### src/rtl/systolic_pe_out_sink_if.sv
// systolic_pe_out_sink_if: valid/ready result stream leaving the PE output sink.
interface systolic_pe_out_sink_if;
    logic [31:0] dout;
    logic        dout_valid;
    logic        dout_ready;
    modport master (output dout, dout_valid, input dout_ready);
    modport slave (input dout, dout_valid, output dout_ready);
endinterface

### src/rtl/systolic_pe_out_sink.sv
// systolic_pe_out_sink: samples PE yout once per sample period, scales it and buffers it in a show-ahead FIFO.
// Define PE_OUT_ROUND_EN to round half up before the right shift instead of truncating.
module systolic_pe_out_sink #(
    parameter int SAMPLE_PERIOD = 30,
    parameter int CAPTURE_PHASE = 29,
    parameter int SHIFT = 0,
    parameter int FIFO_DEPTH = 8
) (
    input  logic                          clk30x,
    input  logic                          rst,
    input  logic                          en,
    input  logic [15:0]                   yin,
    systolic_pe_out_sink_if.master        res,
    output logic [$clog2(FIFO_DEPTH):0]   fifo_count,
    output logic [15:0]                   capture_count,
    output logic                          overflow
);
    localparam int AW = $clog2(FIFO_DEPTH);
    localparam int PW = $clog2(SAMPLE_PERIOD);
    logic [PW-1:0] ph;
    logic [15:0]   stage;
    logic          push_pend;
    logic [31:0]   mem [FIFO_DEPTH];
    logic [AW-1:0] wp, rp;
    logic [16:0]   ext, rnd, shf;
    logic [31:0]   proc;
    logic          capture, push, pop;
    assign capture = en && (ph == PW'(CAPTURE_PHASE));
    assign ext = {stage[15], stage};
`ifdef PE_OUT_ROUND_EN
    localparam logic [16:0] HALF = 17'((1 << SHIFT) >> 1);
    assign rnd = ext + HALF;
`else
    assign rnd = ext;
`endif
    assign shf = $signed(rnd) >>> SHIFT;
    assign proc = {{15{shf[16]}}, shf};
    // Count MSB set means exactly FIFO_DEPTH entries held.
    assign pop = res.dout_valid && res.dout_ready;
    assign push = push_pend && (!fifo_count[AW] || pop);
    assign res.dout_valid = fifo_count != '0;
    // While empty, show the most recently popped entry so dout holds its value.
    assign res.dout = res.dout_valid ? mem[rp] : mem[rp - AW'(1)];
    always_ff @(posedge clk30x) begin
        if (rst) begin
            ph <= '0;
            stage <= '0;
            push_pend <= 1'b0;
            capture_count <= '0;
            overflow <= 1'b0;
            wp <= '0;
            rp <= '0;
            fifo_count <= '0;
            for (int i = 0; i < FIFO_DEPTH; i++) mem[i] <= '0;
        end else begin
            if (en) ph <= (ph == PW'(SAMPLE_PERIOD - 1)) ? '0 : ph + PW'(1);
            push_pend <= capture;
            if (capture) begin
                stage <= yin;
                capture_count <= capture_count + 16'd1;
            end
            if (push) begin
                mem[wp] <= proc;
                wp <= wp + AW'(1);
            end
            if (push_pend && !push) overflow <= 1'b1;
            if (pop) rp <= rp + AW'(1);
            fifo_count <= fifo_count + (AW+1)'(push) - (AW+1)'(pop);
        end
    end
endmodule

### src/flat_wrapper.sv
// flat-port wrapper written by rule: the top's interface ports become plain ports
module systolic_pe_out_sink_flat 
#(
    parameter int SAMPLE_PERIOD = 30,
    parameter int CAPTURE_PHASE = 29,
    parameter int SHIFT = 0,
    parameter int FIFO_DEPTH = 8
)
  (clk30x, rst, en, yin, fifo_count, capture_count, overflow, res_dout, res_dout_valid, res_dout_ready);
  systolic_pe_out_sink_if res_i ();
  input  logic clk30x;
  input  logic rst;
  input  logic en;
  input  logic [15:0] yin;
  output logic [$clog2(FIFO_DEPTH):0] fifo_count;
  output logic [15:0] capture_count;
  output logic overflow;
  output wire logic [$bits(res_i.dout)-1:0] res_dout;
  output wire logic [$bits(res_i.dout_valid)-1:0] res_dout_valid;
  input wire logic [$bits(res_i.dout_ready)-1:0] res_dout_ready;
  assign res_dout = res_i.dout;
  assign res_dout_valid = res_i.dout_valid;
  assign res_i.dout_ready = res_dout_ready;
  systolic_pe_out_sink #(.SAMPLE_PERIOD(SAMPLE_PERIOD), .CAPTURE_PHASE(CAPTURE_PHASE), .SHIFT(SHIFT), .FIFO_DEPTH(FIFO_DEPTH)) u_core (.clk30x(clk30x), .rst(rst), .en(en), .yin(yin), .res(res_i), .fifo_count(fifo_count), .capture_count(capture_count), .overflow(overflow));
endmodule
### config.mk
export PLATFORM = sky130hd
export DESIGN_NAME = systolic_pe_out_sink_flat
export DESIGN_NICKNAME = d
export VERILOG_FILES = /design/src/rtl/systolic_pe_out_sink_if.sv /design/src/rtl/systolic_pe_out_sink.sv /design/src/flat_wrapper.sv
export SDC_FILE = /design/constraint.sdc
export NUM_CORES = 1
export LEC_CHECK = 0
export CELL_PAD_IN_SITES_DETAIL_PLACEMENT = 1
export CELL_PAD_IN_SITES_GLOBAL_PLACEMENT = 1
export CORE_ASPECT_RATIO = 0.5
export CORE_UTILIZATION = 52
export DETAILED_ROUTE_END_ITERATION = 7
export PLACE_DENSITY_LB_ADDON = 0.1
export SLEW_MARGIN = 25
export SYNTH_ARGS = -nofsm -noshare
export SYNTH_HDL_FRONTEND = slang
export SYNTH_SLANG_ARGS = --single-unit
### constraint.sdc
create_clock -name clk30x -period 11 [get_ports clk30x]
set_clock_uncertainty 0.2 [all_clocks]
set_input_delay 3.3 -clock clk30x [delete_from_list [all_inputs] [get_ports clk30x]]
set_output_delay 3.3 -clock clk30x [all_outputs]
set_load 0.1 [all_outputs]
==> flow_summary.toml <==
[sta]
rsz0062_at_grt = "no"
whs_ns = 0.268
tns_ns = 0
final_hold_viol_count = 0
slew_headroom = 0.316
finalSetupViolCount = 0
min_period_ns = 7.81
max_freq_mhz = 128
slew_violations = 0
tightest_slew_ns = 1.02
fin_crit_sh = 0.710

[synth]
synth_xor_area_frac = 0.0165
syn_avg_cell_area_um2 = 12.7
synth_top_family_by_area = "simple AND/OR/NAND/NOR gates"
syn_inst = 710
netlist_top_cells_area = "edfxtp_1 (43%), mux4_2 (16%), dfxtp_1 (12%), and2_1 (8.9%), nand3_1 (3.1%)"
syn_nets = 742
synth_mux_area_frac = 0.162
synth_top_area_cell = "edfxtp_1"
synthFlopType = "edfxtp_1"
synth_edf_count = 128
async_flop_share = 0
netlist.area_leader.share = 0.426
ys_ff_latch = 180
synth_compound_area_frac = 0.0364
synth.distinct_cells = 43
synth-simple-area-share = 0.186
ys_warn_count = 0
synthAdderAreaFrac = 0.0175
yosysSeqAreaShare = 0.542
syn_area_mm2 = 0.00902

[clocking]
cts_root_buf = "clkbuf_16"
cts_resized = 0
ctsLongestPathBuffers = 2
cts_htree_levels = 4
numCtsBuffers = 17
clk_latency_ns = 0.43
cts_hold_buf = 0
cts.sinks = 180
cts_setup_buffers = 0
cts_tree = "built"
clkTransAtPathRegs_ns = 0.07

[critical_path]
path_max_fanout = 34
cp-start-kind = "flip-flop"
worst_ep_arrival_time_ns = 4.31
required_ns = 7.50
cp-end-kind = "primary output"
crit_type = "flip-flop to primary output"

[layout]
nets = 793
layout.cells.non_filler = 1001
area_delta_synth_final_pct = 16.0
layout_common_cells = "and2_1 (128), edfxtp_1 (128), clkdlybuf4s50_1 (72), mux4_2 (64), nand3_1 (56)"
diodes = 0
n_fill_cell = 1674
drive_above_1_share = 0.172

[detailed_routing]
wl_per_cell_um = 25.3
drt_pass1_iterations = 5
drtIter0Drc = 421
num_vias = 6253
ant_nets = 0
drc = 0
viasPerCell = 6.25
wl_um = 25300

[placed_design]
dpl.hpwl_um = 15300
placed_cells = 969
portBuffers = 73
gp_congestion = 0.768

[floorplanning]
fp-row-count = 33
die_h_um = 95.1
fp.dieW_um = 188
core_area_mm2 = 0.0167
start_util = 0.541
dieArea_mm2 = 0.0179
io_pins = 74

[global_route]
grt_pass1_wl_um = 38900
antenna_found_initial = 0
grt_pass1_vias = 6520
global_route.usage.total = 0.301
grt_start_max_net_pins = 65
grt.overflow.total = 0

[run_status]
outcome = "complete, no violations"

[worst_hold_path]
hp-class = "flip-flop to flip-flop"

[flow_run]
drv_cap = 0
## final cells by class
class	instances	area, um2	share of cell area
clock buffer	19	454	0.0434
timing repair buffer	92	868	0.0830
tap	227	284	0.0272
multi-input combinational	456	3790	0.363
inverter	14	52.6	0.00502
clock inverter	13	120	0.0115
sequential	180	4890	0.467
## through the flow
stage	util	worst slack, ns	instance area (um2)
floorplan	-	3.33	9020
global placement	0.593	3.68	9890
detailed placement	0.593	3.55	9890
CTS	0.627	3.07	10500
global route	0.627	2.91	10500
finish	0.627	3.19	10500
## logic make-up (layout without fill, tap and decap cells)
| family | count (synthesis) | count (layout) |
|---|---|---|
| simple gates | 306 | 306 |
| flops | 180 | 180 |
| buf+inv | 74 | 138 |
| xor+xnor | 17 | 17 |
| fa+ha+maj | 12 | 12 |
| mux | 66 | 66 |
| compound gates | 55 | 55 |
## synthesized netlist by cell type, types with 2 or more instances
cell / n
a21oi_1: 28
a22oi_1: 16
and2_1: 128
and3_1: 2
buf_2: 6
buf_4: 17
clkbuf_1: 35
dfxtp_1: 52
edfxtp_1: 128
ha_1: 11
inv_1: 13
mux4_2: 64
nand2_1: 47
nand3_1: 56
nand4_1: 7
nor2_1: 28
nor2b_1: 2
nor3_1: 6
nor4_1: 4
o21ai_0: 6
o31ai_1: 2
or2_2: 9
or3_1: 6
or4_1: 3
xnor2_1: 9
xor2_1: 8
## critical path, stage by stage, from the launching register on
cell,delay [ns]
dfxtp_2,0.32
buf_4,0.56
inv_1,0.17
ha_1,0.33
buf_4,0.45
mux4_2,0.30
nand3_1,0.08
nand3_1,0.42
clkdlybuf4s50_1,1.23
## flip-flops by register name, indices dropped and copies added (netlist names), named ones only
register / cells
u_core.fifo_count: 4
u_core.overflow: 1
u_core.capture_count: 16
u_core.rp: 3
u_core.wp: 3
u_core.push_pend: 1
u_core.ph: 5
u_core.mem: 128
u_core.stage: 16
## final timing paths
path,startpoint,endpoint,slack [ns],depth (start not counted)
max,u_core.rp[0],res_dout[16],3.19,8
min,u_core.overflow,u_core.overflow,0.27,2
max reg2reg,u_core.fifo_count[3],u_core.fifo_count[2],7.94,14
min reg2reg,u_core.overflow,u_core.overflow,0.27,2
## per-layer routing
metal | wire, um | part of all wire | track usage | up-vias
met1 | 10800 | 0.43 | 0.399 | 3263
met5 | 0 | 0 | 0 | -
met3 | 1940 | 0.077 | 0.0685 | 38
met4 | 374 | 0.015 | 0.0942 | 0
met2 | 12200 | 0.48 | 0.502 | 258
li1 | - | - | - | 2694
Power is not shown: default switching activity piles up to over one toggle a cycle in this logic, so the estimate is an artifact.
